<file path="src/rtl/lag_select_pkg.sv">
// ============================================================================
// Module   : lag_select_pkg
// Brief    : Shared types and helpers for the LAG blocked-status selector.
// Revision : 1.0 - initial release
// ============================================================================
`default_nettype none

package lag_select_pkg;

    localparam int STARVE_LIMIT_DEFAULT = 16;
    localparam int ONEHOT_MAX_W         = 64;

    typedef enum logic [1:0] {
        IDLE    = 2'd0,
        WAIT    = 2'd1,
        STARVED = 2'd2
    } state_t;

    // True when exactly one of the low 'width' bits of vec is set.
    function automatic logic onehot(input logic [ONEHOT_MAX_W-1:0] vec, input int width);
        int n;
        n = 0;
        for (int i = 0; i < ONEHOT_MAX_W; i++) begin
            if (i < width && vec[i]) n++;
        end
        return (n == 1);
    endfunction

endpackage

`default_nettype wire

</file>
<file path="src/rtl/lag_onehot_chk.sv">
// ============================================================================
// Module   : lag_onehot_chk
// Brief    : Combinational one-hot check of a W-bit select vector.
// Revision : 1.0 - initial release
// ============================================================================
`default_nettype none

module lag_onehot_chk
    import lag_select_pkg::*;
#(
    parameter int W = 4
) (
    input  logic [W-1:0] vec,
    output logic         is_onehot
);

    logic [ONEHOT_MAX_W-1:0] w_ext;

    assign w_ext     = ONEHOT_MAX_W'(vec);
    assign is_onehot = onehot(w_ext, W);

endmodule

`default_nettype wire

</file>
<file path="src/rtl/lag_blocked_select.sv">
// ============================================================================
// Module   : lag_blocked_select
// Brief    : Registered blocked-flag selector with starvation and select checks.
// Revision : 1.0 - initial release
// ============================================================================
`default_nettype none

module lag_blocked_select
    import lag_select_pkg::*;
#(
    parameter int              INPUT_PORT   = 0,
    parameter int              WA           = 5,
    parameter int              WB           = 4,
    parameter logic [WA-1:0]   TURN_MASK    = '1,
    parameter int              STARVE_LIMIT = STARVE_LIMIT_DEFAULT,
    parameter int              CW           = $clog2(STARVE_LIMIT + 1)
) (
    input  logic               clk,
    input  logic               rst,
    input  logic               req_valid,
    input  logic [WA-1:0]      sel_a,
    input  logic [WB-1:0]      sel_b,
    input  logic [WA*WB-1:0]   data_in,
    input  logic               grant,
    input  logic               err_clr,
    output logic               blocked,
    output logic               blocked_valid,
    output logic [CW-1:0]      blocked_cnt,
    output logic               starve,
    output logic               sel_err
);

    localparam logic [CW-1:0] C_LIMIT = CW'(STARVE_LIMIT);
    localparam logic [CW-1:0] C_ONE   = CW'(1);

    logic               w_hit;
    logic               w_blk_now;
    logic               w_same;
    logic               w_release;
    logic               w_a_onehot;
    logic               w_b_onehot;
    logic               w_sel_bad;
    logic [WA+WB-1:0]   w_cur_sel;
    logic [CW-1:0]      w_cnt_inc;

    state_t             r_state;
    logic [CW-1:0]      r_cnt;
    logic               r_blocked;
    logic               r_blocked_valid;
    logic               r_prev_valid;
    logic [WA+WB-1:0]   r_last_sel;
    logic               r_sel_err;

    lag_onehot_chk #(.W(WA)) u_chk_a (
        .vec       (sel_a),
        .is_onehot (w_a_onehot)
    );

    lag_onehot_chk #(.W(WB)) u_chk_b (
        .vec       (sel_b),
        .is_onehot (w_b_onehot)
    );

    // Illegal turns are masked here, so they can never report blocked.
    always_comb begin
        w_hit = 1'b0;
        for (int i = 0; i < WA; i++) begin
            for (int j = 0; j < WB; j++) begin
                w_hit = w_hit | (TURN_MASK[i] & sel_a[i] & sel_b[j] & data_in[i*WB+j]);
            end
        end
    end

    assign w_blk_now = req_valid & w_hit;
    assign w_cur_sel = {sel_a, sel_b};
    assign w_same    = req_valid & r_prev_valid & (w_cur_sel == r_last_sel);
    assign w_release = grant | ~w_blk_now;
    assign w_cnt_inc = r_cnt + C_ONE;
    assign w_sel_bad = req_valid & (~w_a_onehot | ~w_b_onehot | ((sel_a & ~TURN_MASK) != '0));

    always_ff @(posedge clk) begin
        if (rst) begin
            r_state         <= IDLE;
            r_cnt           <= '0;
            r_blocked       <= 1'b0;
            r_blocked_valid <= 1'b0;
            r_prev_valid    <= 1'b0;
            r_last_sel      <= '0;
            r_sel_err       <= 1'b0;
        end else begin
            r_blocked       <= w_blk_now;
            r_blocked_valid <= req_valid;
            r_prev_valid    <= req_valid;
            if (req_valid) r_last_sel <= w_cur_sel;

            // A new malformed select outranks a simultaneous clear.
            if (w_sel_bad)    r_sel_err <= 1'b1;
            else if (err_clr) r_sel_err <= 1'b0;

            case (r_state)
                IDLE: begin
                    if (w_blk_now && !grant) begin
                        r_state <= WAIT;
                        r_cnt   <= C_ONE;
                    end else begin
                        r_cnt   <= '0;
                    end
                end
                WAIT, STARVED: begin
                    if (w_release) begin
                        r_state <= IDLE;
                        r_cnt   <= '0;
                    end else if (!w_same) begin
                        r_state <= WAIT;
                        r_cnt   <= C_ONE;
                    end else if (r_state == WAIT) begin
                        r_cnt <= w_cnt_inc;
                        if (w_cnt_inc == C_LIMIT) r_state <= STARVED;
                    end
                end
                default: begin
                    r_state <= IDLE;
                    r_cnt   <= '0;
                end
            endcase
        end
    end

    a_cnt_bounded: assert property (@(posedge clk) r_cnt <= C_LIMIT)
        else $error("lag_blocked_select[%0d]: blocked_cnt above limit", INPUT_PORT);

    assign blocked       = r_blocked;
    assign blocked_valid = r_blocked_valid;
    assign blocked_cnt   = r_cnt;
    assign starve        = (r_state == STARVED);
    assign sel_err       = r_sel_err;

endmodule

`default_nettype wire

</file>
<file path="config.mk">
export PLATFORM = sky130hd
export DESIGN_NAME = lag_blocked_select
export DESIGN_NICKNAME = d
export VERILOG_FILES = /design/src/rtl/lag_select_pkg.sv /design/src/rtl/lag_onehot_chk.sv /design/src/rtl/lag_blocked_select.sv
export SDC_FILE = /design/constraint.sdc
export NUM_CORES = 1
export LEC_CHECK = 0
export BUFFER_PORTS_ARGS = -buffer_cell sky130_fd_sc_hd__buf_4
export CORE_MARGIN = 5
export CORE_UTILIZATION = 47
export DETAILED_ROUTE_END_ITERATION = 8
export GPL_ROUTABILITY_DRIVEN = 1
export PLACE_DENSITY = 0.81
export RECOVER_POWER = 50
export SYNTH_ARGS = -nofsm -noshare
export SYNTH_HDL_FRONTEND = slang
export SYNTH_HIERARCHICAL = 1
export SYNTH_SLANG_ARGS = --single-unit
</file>
<file path="constraint.sdc">
create_clock -name clk -period 2.8 [get_ports clk]
set_input_delay 0.56 -clock clk [delete_from_list [all_inputs] [get_ports clk]]
set_output_delay 0.56 -clock clk [all_outputs]
set_load 0.02 [all_outputs]
</file>
# Word-level counts from Yosys, hierarchy flattened
# Cells that the tools add are included.
[op_classes]
n_addsub = 8
bitwise_logic = 68
reduce_logical = 6
eq_ne = 9
mux = 22
[op_table]
columns = ["cell", "n"]
rows = [
  ["$add A32 B2 Y32 const B", 7],
  ["$mux W32", 7],
  ["$eq A32 B2 Y1 const B", 2],
  ["$and A1 B1 Y1", 44],
  ["$or A1 B1 Y1", 21],
  ["$mux W5", 3],
  ["$mux W2", 5],
  ["$pmux W5 S2", 1],
  ["$eq A9 B9 Y1", 1],
  ["$ne A4 B4 Y1 const B", 2],
  ["$add A5 B1 Y5 const B", 1],
  ["$eq A5 B5 Y1 const B", 1],
  ["$mux W1", 5],
  ["$pmux W2 S2", 1],
  ["$not A1 Y1", 3],
  ["$reduce_and A3 Y1", 1],
  ["$eq A2 B1 Y1 const B", 1],
  ["$eq A2 B2 Y1 const B", 1],
  ["$logic_not A2 Y1", 1],
  ["$ne A2 B2 Y1 const B", 1],
  ["$reduce_bool A2 Y1", 1],
  ["$reduce_or A2 Y1", 1],
  ["$logic_and A1 B1 Y1", 1],
  ["$logic_not A1 Y1", 1],
]
[totals]
inputBits = 34
out_inout_bits = 9
register_bits = 19

# Longest topological paths before layout
# Gate-level depths: netlist (run 1).
[depth]
ltp_word = 26
depth_mapped = 12
mapped_depth_nobuf = 12

# Cells and area by module
# Netlist (run 1), hierarchy kept.
[modules_own_cells]
columns = ["module", "cells_per_inst", "instances", "area_each_um2", "seq_area_each_um2"]
rows = [
  ["lag_blocked_select", 138, 1, 1219.9, 380.4],
  ["lag_onehot_chk (u_chk_a)", 18, 1, 168.9, 0.0],
  ["lag_onehot_chk (u_chk_b)", 13, 1, 108.9, 0.0],
]

# Least setup slack after synthesis (run 1)
# OpenSTA, ideal clock, no wires.
[synth_timing]
path_type = "input-to-reg"
from = "in sel_a[0]"
to = "reg r_sel_err (netlist: sel_err)"
setup_ns = 0.128
slack_ns = -0.231
cell_stages = 12
arrival_ns = 2.903
required_time_ns = 2.672
cell_sequence = "inv_1 -> ha_1 -> xor2_1 -> ha_1 -> mux2_2 -> ha_1 -> xor3_1 -> or4b_1 -> o21ai_0 -> nand2_1 -> a21oi_1 -> nor2_1"
[synth_between]
elab_chain_len = 14
word_cells_on_any_way = 15
cone_classes = "add/sub (4); eq/ne (1); mux (6); bitwise (3); reduce/logical (1)"
[synth_lines]
columns = ["item", "line_no", "rtl"]
rows = [
  ["from (decl)", "lag_blocked_select.sv:21", "input logic [WA-1:0] sel_a,"],
  ["$mux W1 *", "lag_select_pkg.sv:24", "if (i < width && vec[i]) n++;"],
  ["$add A32 B2 Y32", "lag_select_pkg.sv:24", ""],
  ["$mux W32 *", "lag_select_pkg.sv:24", ""],
  ["$add A32 B2 Y32", "lag_select_pkg.sv:24", ""],
  ["$mux W32 *", "lag_select_pkg.sv:24", ""],
  ["$add A32 B2 Y32", "lag_select_pkg.sv:24", ""],
  ["$mux W32 *", "lag_select_pkg.sv:24", ""],
  ["$add A32 B2 Y32", "lag_select_pkg.sv:24", ""],
  ["$mux W32 *", "lag_select_pkg.sv:24", ""],
  ["$eq A32 B2 Y1 *", "lag_select_pkg.sv:26", "return (n == 1);"],
  ["named net w_a_onehot", "lag_blocked_select.sv:40", "logic w_a_onehot;"],
  ["$not A1 Y1 *", "lag_blocked_select.sv:79", "assign w_sel_bad = req_valid & (~w_a_onehot | ~w_b_onehot | ((sel_a & ~TURN_MASK) != '0));"],
  ["$or A1 B1 Y1 *", "lag_blocked_select.sv:79", ""],
  ["$and A1 B1 Y1 *", "lag_blocked_select.sv:79", ""],
  ["$mux W1 / $reduce_bool A2 Y1 (equally long branches)", "--", ""],
  ["to (signal assigned)", "lag_blocked_select.sv:89", "r_sel_err <= 1'b0;"],
  ["to (signal assigned)", "lag_blocked_select.sv:97", "if (w_sel_bad) r_sel_err <= 1'b1;"],
  ["to (signal assigned)", "lag_blocked_select.sv:98", "else if (err_clr) r_sel_err <= 1'b0;"],
  ["to (decl)", "lag_blocked_select.sv:52", "logic r_sel_err;"],
]
# The timed path passes the listed nets; every way through them passes the cells marked *.
# A chain may end at the register's enable or synchronous reset.

# Worst setup path in the final report (run 1)
# Same ends and word-level chain as after synthesis.

==> results of run 1 <==
routing by layer:
layer	vias up	GRT usage [%]
met2	27	26.52
li1	707	-
met3	2	1.518
met4	0	5.330
met1	614	21.64
met5	-	0
final cells by class:
cell class / instances / area [µm²] / share of cell area, %
Timing Repair Buffer: 52 / 371.6 / 19.37
Sequential cell: 19 / 380.4 / 19.83
Inverter: 11 / 41.29 / 2.153
Clock buffer: 4 / 26.28 / 1.370
Tap cell: 44 / 55.05 / 2.870
Multi-Input combinational cell: 130 / 1044 / 54.40
cells by family after synthesis:
group	Yosys count	synth area share [%]
mux	13	8.856
xor+xnor	15	10.78
buf+inv	20	7.602
fa+ha+maj	13	10.86
flops	19	25.40
simple gates	53	18.55
compound gates	36	17.96
timing repair:
| action | CTS | global route |
|---|---|---|
| resized for setup | 0 | 1 |
| hold buffers | 0 | 0 |
| setup endpoints to repair | 0 | 1 |
registers in the layout (all words and copies together), names as in the netlist:
register and flops:
blocked 1, blocked_cnt 5, sel_err 1, r_prev_valid 1, r_last_sel 9, r_state 2
path summary, 6_finish.rpt:
path | start | end | slack, ns | depth (start not counted)
max reg2reg | blocked_cnt[0]$_SDFFE_PP0P_ | r_state[1]$_SDFFE_PP0P_ | 0.65 | 7
min | r_last_sel[4]$_SDFFE_PP0P_ | r_last_sel[4]$_SDFFE_PP0P_ | 0.53 | 2
min reg2reg | r_last_sel[4]$_SDFFE_PP0P_ | r_last_sel[4]$_SDFFE_PP0P_ | 0.53 | 2
max | sel_a[0] | sel_err$_SDFFE_PP0P_ | 0.15 | 13
worst register-to-register path, stage by stage, from the launching register on:
cell and delay [ns]:
dfxtp_1 0.39, ha_1 0.28, or3b_2 0.45, a41o_1 0.24
a31oi_1 0.15, a2111o_1 0.14, nand2_1 0.08, mux2_1 0.31
cells in the mapped netlist, types with 2 or more instances:
master	number	area [µm²]
mux2i_1	11	110.1
nor3_1	5	25.02
dfxtp_1	19	380.4
a22oi_1	11	82.58
a21oi_1	4	20.02
nand4_1	2	12.51
xnor2_1	10	87.58
xor2_1	2	17.52
nand3b_1	3	22.52
nand3_1	4	20.02
buf_6	5	56.30
inv_1	11	41.29
a211o_1	2	17.52
clkbuf_1	3	11.26
o21ai_0	5	25.02
nand4b_1	2	17.52
nand2_1	12	45.04
nor2b_1	3	18.77
a21boi_0	2	15.01
ha_1	13	162.7
nor2_1	14	52.55
a31oi_1	3	18.77
xnor2_2	2	32.53
where the power goes:
group / leakage, nW / switching, mW / internal (mW)
clock network: 0.0150 / 0.0819 / 0.0553
logic: 0.691 / 0.121 / 0.134
registers: 0.156 / 0.00961 / 0.285
total: 0.862 / 0.213 / 0.475
metrics by stage:
stage	area (µm²)	hold WS [ns]	total power [mW]	utilization [%]
6_report	1918	0.5251	0.6875	62.83
4_1_cts	1933	0.5340	0.6966	63.32
3_5_place_dp	1907	0.5058	0.5592	62.46
2_1_floorplan	1534	0.4819	0.4672	-
3_3_place_gp	1907	0.4941	0.5516	62.46
5_1_grt	1918	0.5443	0.7387	62.83
==> results.md, run 1 <==
- Status: finished, final reports clean
- CP Capture Type: register
- CTS tree: built
- Drt via density: 5.192
- Met2 WL: 1.569 mm
- IO Pins: 43
- Avg Cell Area, Syn: 8.862 µm²
- Synthesized area: 1498 µm²
- Crit path max fanout: 4
- Largest net degree at the start of global routing: 17
- Crit-path max cell delay: 0.51 ns
- Most common cell type on the critical path: ha_4
- Met3 WL: 129 µm
- WL met1: 1.546 mm
- I/O Buffers: 42
- Num CTS Buffers: 3
- Final Max Tran Viols: 0
- HP Class: register to register
- Number of DRC markers in iteration 0: 45
- DRC: 0
- Layout Area Growth over Synthesis: 28.07%
- Power Density: 358.4 nW/µm²
- Peak VDD IR: 0.1829 mV
- Vias in the first global route: 1215
- Final WS setup: 0.1474 ns
- Leak: 0.8620 nW
- Placed cells: 256
- N_diodes: 0
- Clk_skew: 0.003504 ns
- Post-synth EDFFs: 0
- Most frequent cells in the layout: 47 x buf_4, 19 x dfxtp_1, 14 x nor2_1, 12 x nand2_1
- Die ar.: 4416 µm²
- Syn Inst Count: 169
- Tcrit/Tclk final: 94.73%
- Nets: 264
- Register bit total from synthesis: 19
- Final hold violations: 0
- GRT Residual Overflow: 0
- Gpl congestion: 0.8114
- Global-route wire length before repair: 5.492 mm
- Slew Limit Headroom: 41.47%
- Crit-path leading delay family: adder cells
- Core Rows: 20
- Die H: 66.45 µm
- Final wirelength: 3.279 mm
- RSZ-0062 raised after global routing: false
- Clock sink total: 19
- Detailed placement HPWL: 2.622 mm
- Worst slew pin tran: 0.8780 ns
- Total track usage: 16.02%
- Core area: 3053 µm²
- Top FF cell, synth: dfxtp_1
- CTS H-tree depth: 1
- Clock Latency Late Sink: 0.29 ns
- Critical Path Slowest Stage Cell: or4b_1
- Top sig layer: met4
- Antenna violations before repair: 0
- Die X: 66.45 µm
- Most common cell after layout, fill and taps aside: buf_4
- MaxCap Viol Count: 0
- Min Clock Period, post-route: 2.653 ns
- Yosys cell types: 44
- Routed Antenna Nets: 0
- CTS Root Cell: clkbuf_4
- TNS Setup: 0 ns
- Share of layout cells above drive strength 1: 28.24%
- Async set-or-reset flop fraction in the synthesized netlist: 0%
- Yosys synthesis warning count: 6
- Max Buffers Root-to-Sink: 2
- Fillers: 283
- Crit Path Category: primary input to register
- Final setup vio count: 0
- Crit-path cells: buf_4 -> inv_1 -> ha_4 -> xor2_2 -> ha_1 -> mux2_4 -> ha_4 -> xor3_1 -> or4b_1 -> o21ai_1 -> nand2_1 -> a21oi_2 -> nor2_1
- Required time of the critical path: 2.99 ns
- Seq/Total Area, Yosys: 25.40%
- Crit path buf inv count: 2
- CTS clock-pin slew for the worst setup and hold paths: 0.11 ns
- Avg WL per Cell: 12.61 µm
- Post-Syn Nets: 216
- Post-CTS Setup Inserts: 0
- Initial Util: 49.06%
- Via count: 1350
- First drt pass iteration count: 4
- DP Worst Slack: -0.1584 ns
- Post-Layout Cell Count: 260
- Setup crit start kind: primary input
- Critical path arrival: 2.85 ns
- F_max: 377.0 MHz
Power figures use the tool's default switching activity.
==> run 2: changes to the inputs <==
Settings changed: CORE_MARGIN 5 to 4.
==> run 2 against run 1 <==
Net effect: clock skew grew 0.0029 ns; die area decreased by 5.9%; first-iteration DRC count is 4.4% higher; critical path depth unchanged; clock-buffer cell count is 1 lower; worst hold slack improved by 0.0070 ns; combinational power decreased by 2%; utilization fell by 0.57 points; final cell count shrank 0.77%; critical endpoint unchanged; global-route usage increased by 1.1 points; sequential share of layout area rose by 0.18 points.
==> results.md, run 2 (synthesis results as in run 1) <==
- Power Density: 361.3 nW/µm²
- F_max: 376.8 MHz
- RSZ-0062 raised after global routing: false
- Setup crit start kind: primary input
- Core Rows: 20
- R2r setup slk: 0.63 ns
- Peak VDD IR: 0.1827 mV
- Core area: 3053 µm²
- CTS tree: built
- Reg-to-reg endpoint: r_state[1]$_SDFFE_PP0P_
- Final Max Tran Viols: 0
- MaxCap Viol Count: 0
- Required time of the critical path: 3.00 ns
- Slew Limit Headroom: 41.93%
- Max reg flops: 9
- CTS Root Cell: clkbuf_4
- GRT Residual Overflow: 0
- Avg WL per Cell: 12.78 µm
- FF-to-FF Start: blocked_cnt[0]$_SDFFE_PP0P_
- Leak: 0.8547 nW
- Crit path launch: sel_a[0]
- Drt via density: 5.229
- Critical path arrival: 2.85 ns
- Post-CTS Setup Inserts: 0
- Multi-input logic area: 1040 µm²
- First drt pass iteration count: 4
- IO Pins: 43
- Vias in the first global route: 1318
- Total track usage: 17.12%
- Final setup vio count: 0
- Number of DRC markers in iteration 0: 47
- Via count: 1349
- Share of layout cells above drive strength 1: 27.57%
- Antenna violations before repair: 0
- Clk_skew: 0.006364 ns
- Routed Antenna Nets: 0
- Die ar.: 4154 µm²
- Crit Path Category: primary input to register
- Most common cell after layout, fill and taps aside: buf_4
- Final wirelength: 3.297 mm
- Worst hold slack: 0.5321 ns
- Worst slew pin tran: 0.8710 ns
- Design Area, Final: 1901 µm²
- Tcrit/Tclk final: 94.79%
- N_diodes: 0
- Largest net degree at the start of global routing: 17
- Num CTS Buffers: 3
- Gpl congestion: 0.8221
- Detailed placement HPWL: 2.630 mm
- Placement Cell Area: 1892 µm²
- Min Clock Period, post-route: 2.654 ns
- Die H: 64.45 µm
- Fillers: 289
- Layout Area Growth over Synthesis: 26.90%
- Post-CTS sizing: 0
- DP Worst Slack: -0.1638 ns
- HP Class: register to register
- Global-route wire length before repair: 5.775 mm
- Crit path max fanout: 3
- Final hold violations: 0
- Top reg by flops: r_last_sel
- Nets: 262
- CTS clock-pin slew for the worst setup and hold paths: 0.11 ns
- Final WS setup: 0.1460 ns
- I/O Buffers: 42
- DRC: 0
- Clock Latency Late Sink: 0.30 ns
- Cells on worst reg2reg path: 7
- Max Buffers Root-to-Sink: 2
- Hold-fix buffers at CTS: 0
- Initial Util: 49.06%
- Clock sink total: 19
- Status: finished, final reports clean
- CP endpoint: sel_err$_SDFFE_PP0P_
- FF/Latch Area: 380.4 µm²
- Die X: 64.45 µm
- CTS H-tree depth: 1
- Most frequent cells in the layout: 45 x buf_4, 19 x dfxtp_1, 14 x nor2_1, 12 x nand2_1
- CP Capture Type: register
## run 2: cell count changes in the layout (fill, tap and decap cells not counted), sizes merged
cell,change
buf,-2
clkbuf,-1
clkinv,+1
## run 2: how the worst min path moves through the flow
stage | slack (ns) | end | cells past startpoint | start
2_1_floorplan | 0.48 | r_last_sel[2]$_SDFFE_PP0P_ | 2 | r_last_sel[2]$_SDFFE_PP0P_
3_3_place_gp | 0.49 | r_last_sel[5]$_SDFFE_PP0P_ | 2 | r_last_sel[5]$_SDFFE_PP0P_
3_5_place_dp | 0.51 | r_last_sel[5]$_SDFFE_PP0P_ | 2 | r_last_sel[5]$_SDFFE_PP0P_
4_1_cts | 0.53 | r_last_sel[4]$_SDFFE_PP0P_ | 2 | r_last_sel[4]$_SDFFE_PP0P_
5_1_grt | 0.54 | blocked$_SDFF_PP0_ | 2 | rst
6_report | 0.53 | r_last_sel[0]$_SDFFE_PP0P_ | 2 | r_last_sel[0]$_SDFFE_PP0P_
## run 2: worst max-delay path, stage by stage
cell and delay, ns:
buf_4 0.12, inv_1 0.08, ha_4 0.21, xor2_2 0.14, ha_1 0.27, mux2_4 0.28, ha_4 0.16, xor3_1 0.16
or4b_1 0.52, o21ai_1 0.09, nand2_1 0.07, a21oi_1 0.14, nor2_1 0.06
## run 2: report_power, final
group	internal (mW)	total [mW]	switching, mW
Clock	0.0532	0.142	0.0883
Sequential	0.285	0.295	0.00999
Combinational	0.131	0.250	0.119
Total	0.469	0.687	0.217
## run 2: cell type report
| class | instances | area share (%) |
|---|---|---|
| sequential | 19 | 20.01 |
| clock inverter | 1 | 0.2633 |
| clock buffer | 3 | 1.185 |
| timing repair buffer | 50 | 18.76 |
| inverter | 11 | 2.172 |
| tap | 44 | 2.897 |
| multi-input combinational | 130 | 54.71 |
## run 2: metrics by stage
stage / total power [mW] / utilization, % / std cells / TNS, ns
after floorplan: 0.4672 / - / 169 / 0
after global placement: 0.5491 / 61.97 / 254 / -0.1065
after detailed placement: 0.5546 / 61.97 / 254 / -0.1638
after CTS: 0.6946 / 62.87 / 258 / 0
after global routing: 0.7337 / 62.25 / 258 / 0
final: 0.6866 / 62.25 / 258 / 0
## run 2: per-layer routing
metal | vias to the layer above | global-route usage, % | wire, µm
li1 | 697 | - | -
met5 | - | 0 | 0
met1 | 615 | 23.18 | 1553
met3 | 5 | 1.560 | 149
met4 | 0 | 4.749 | 41
met2 | 32 | 28.99 | 1553
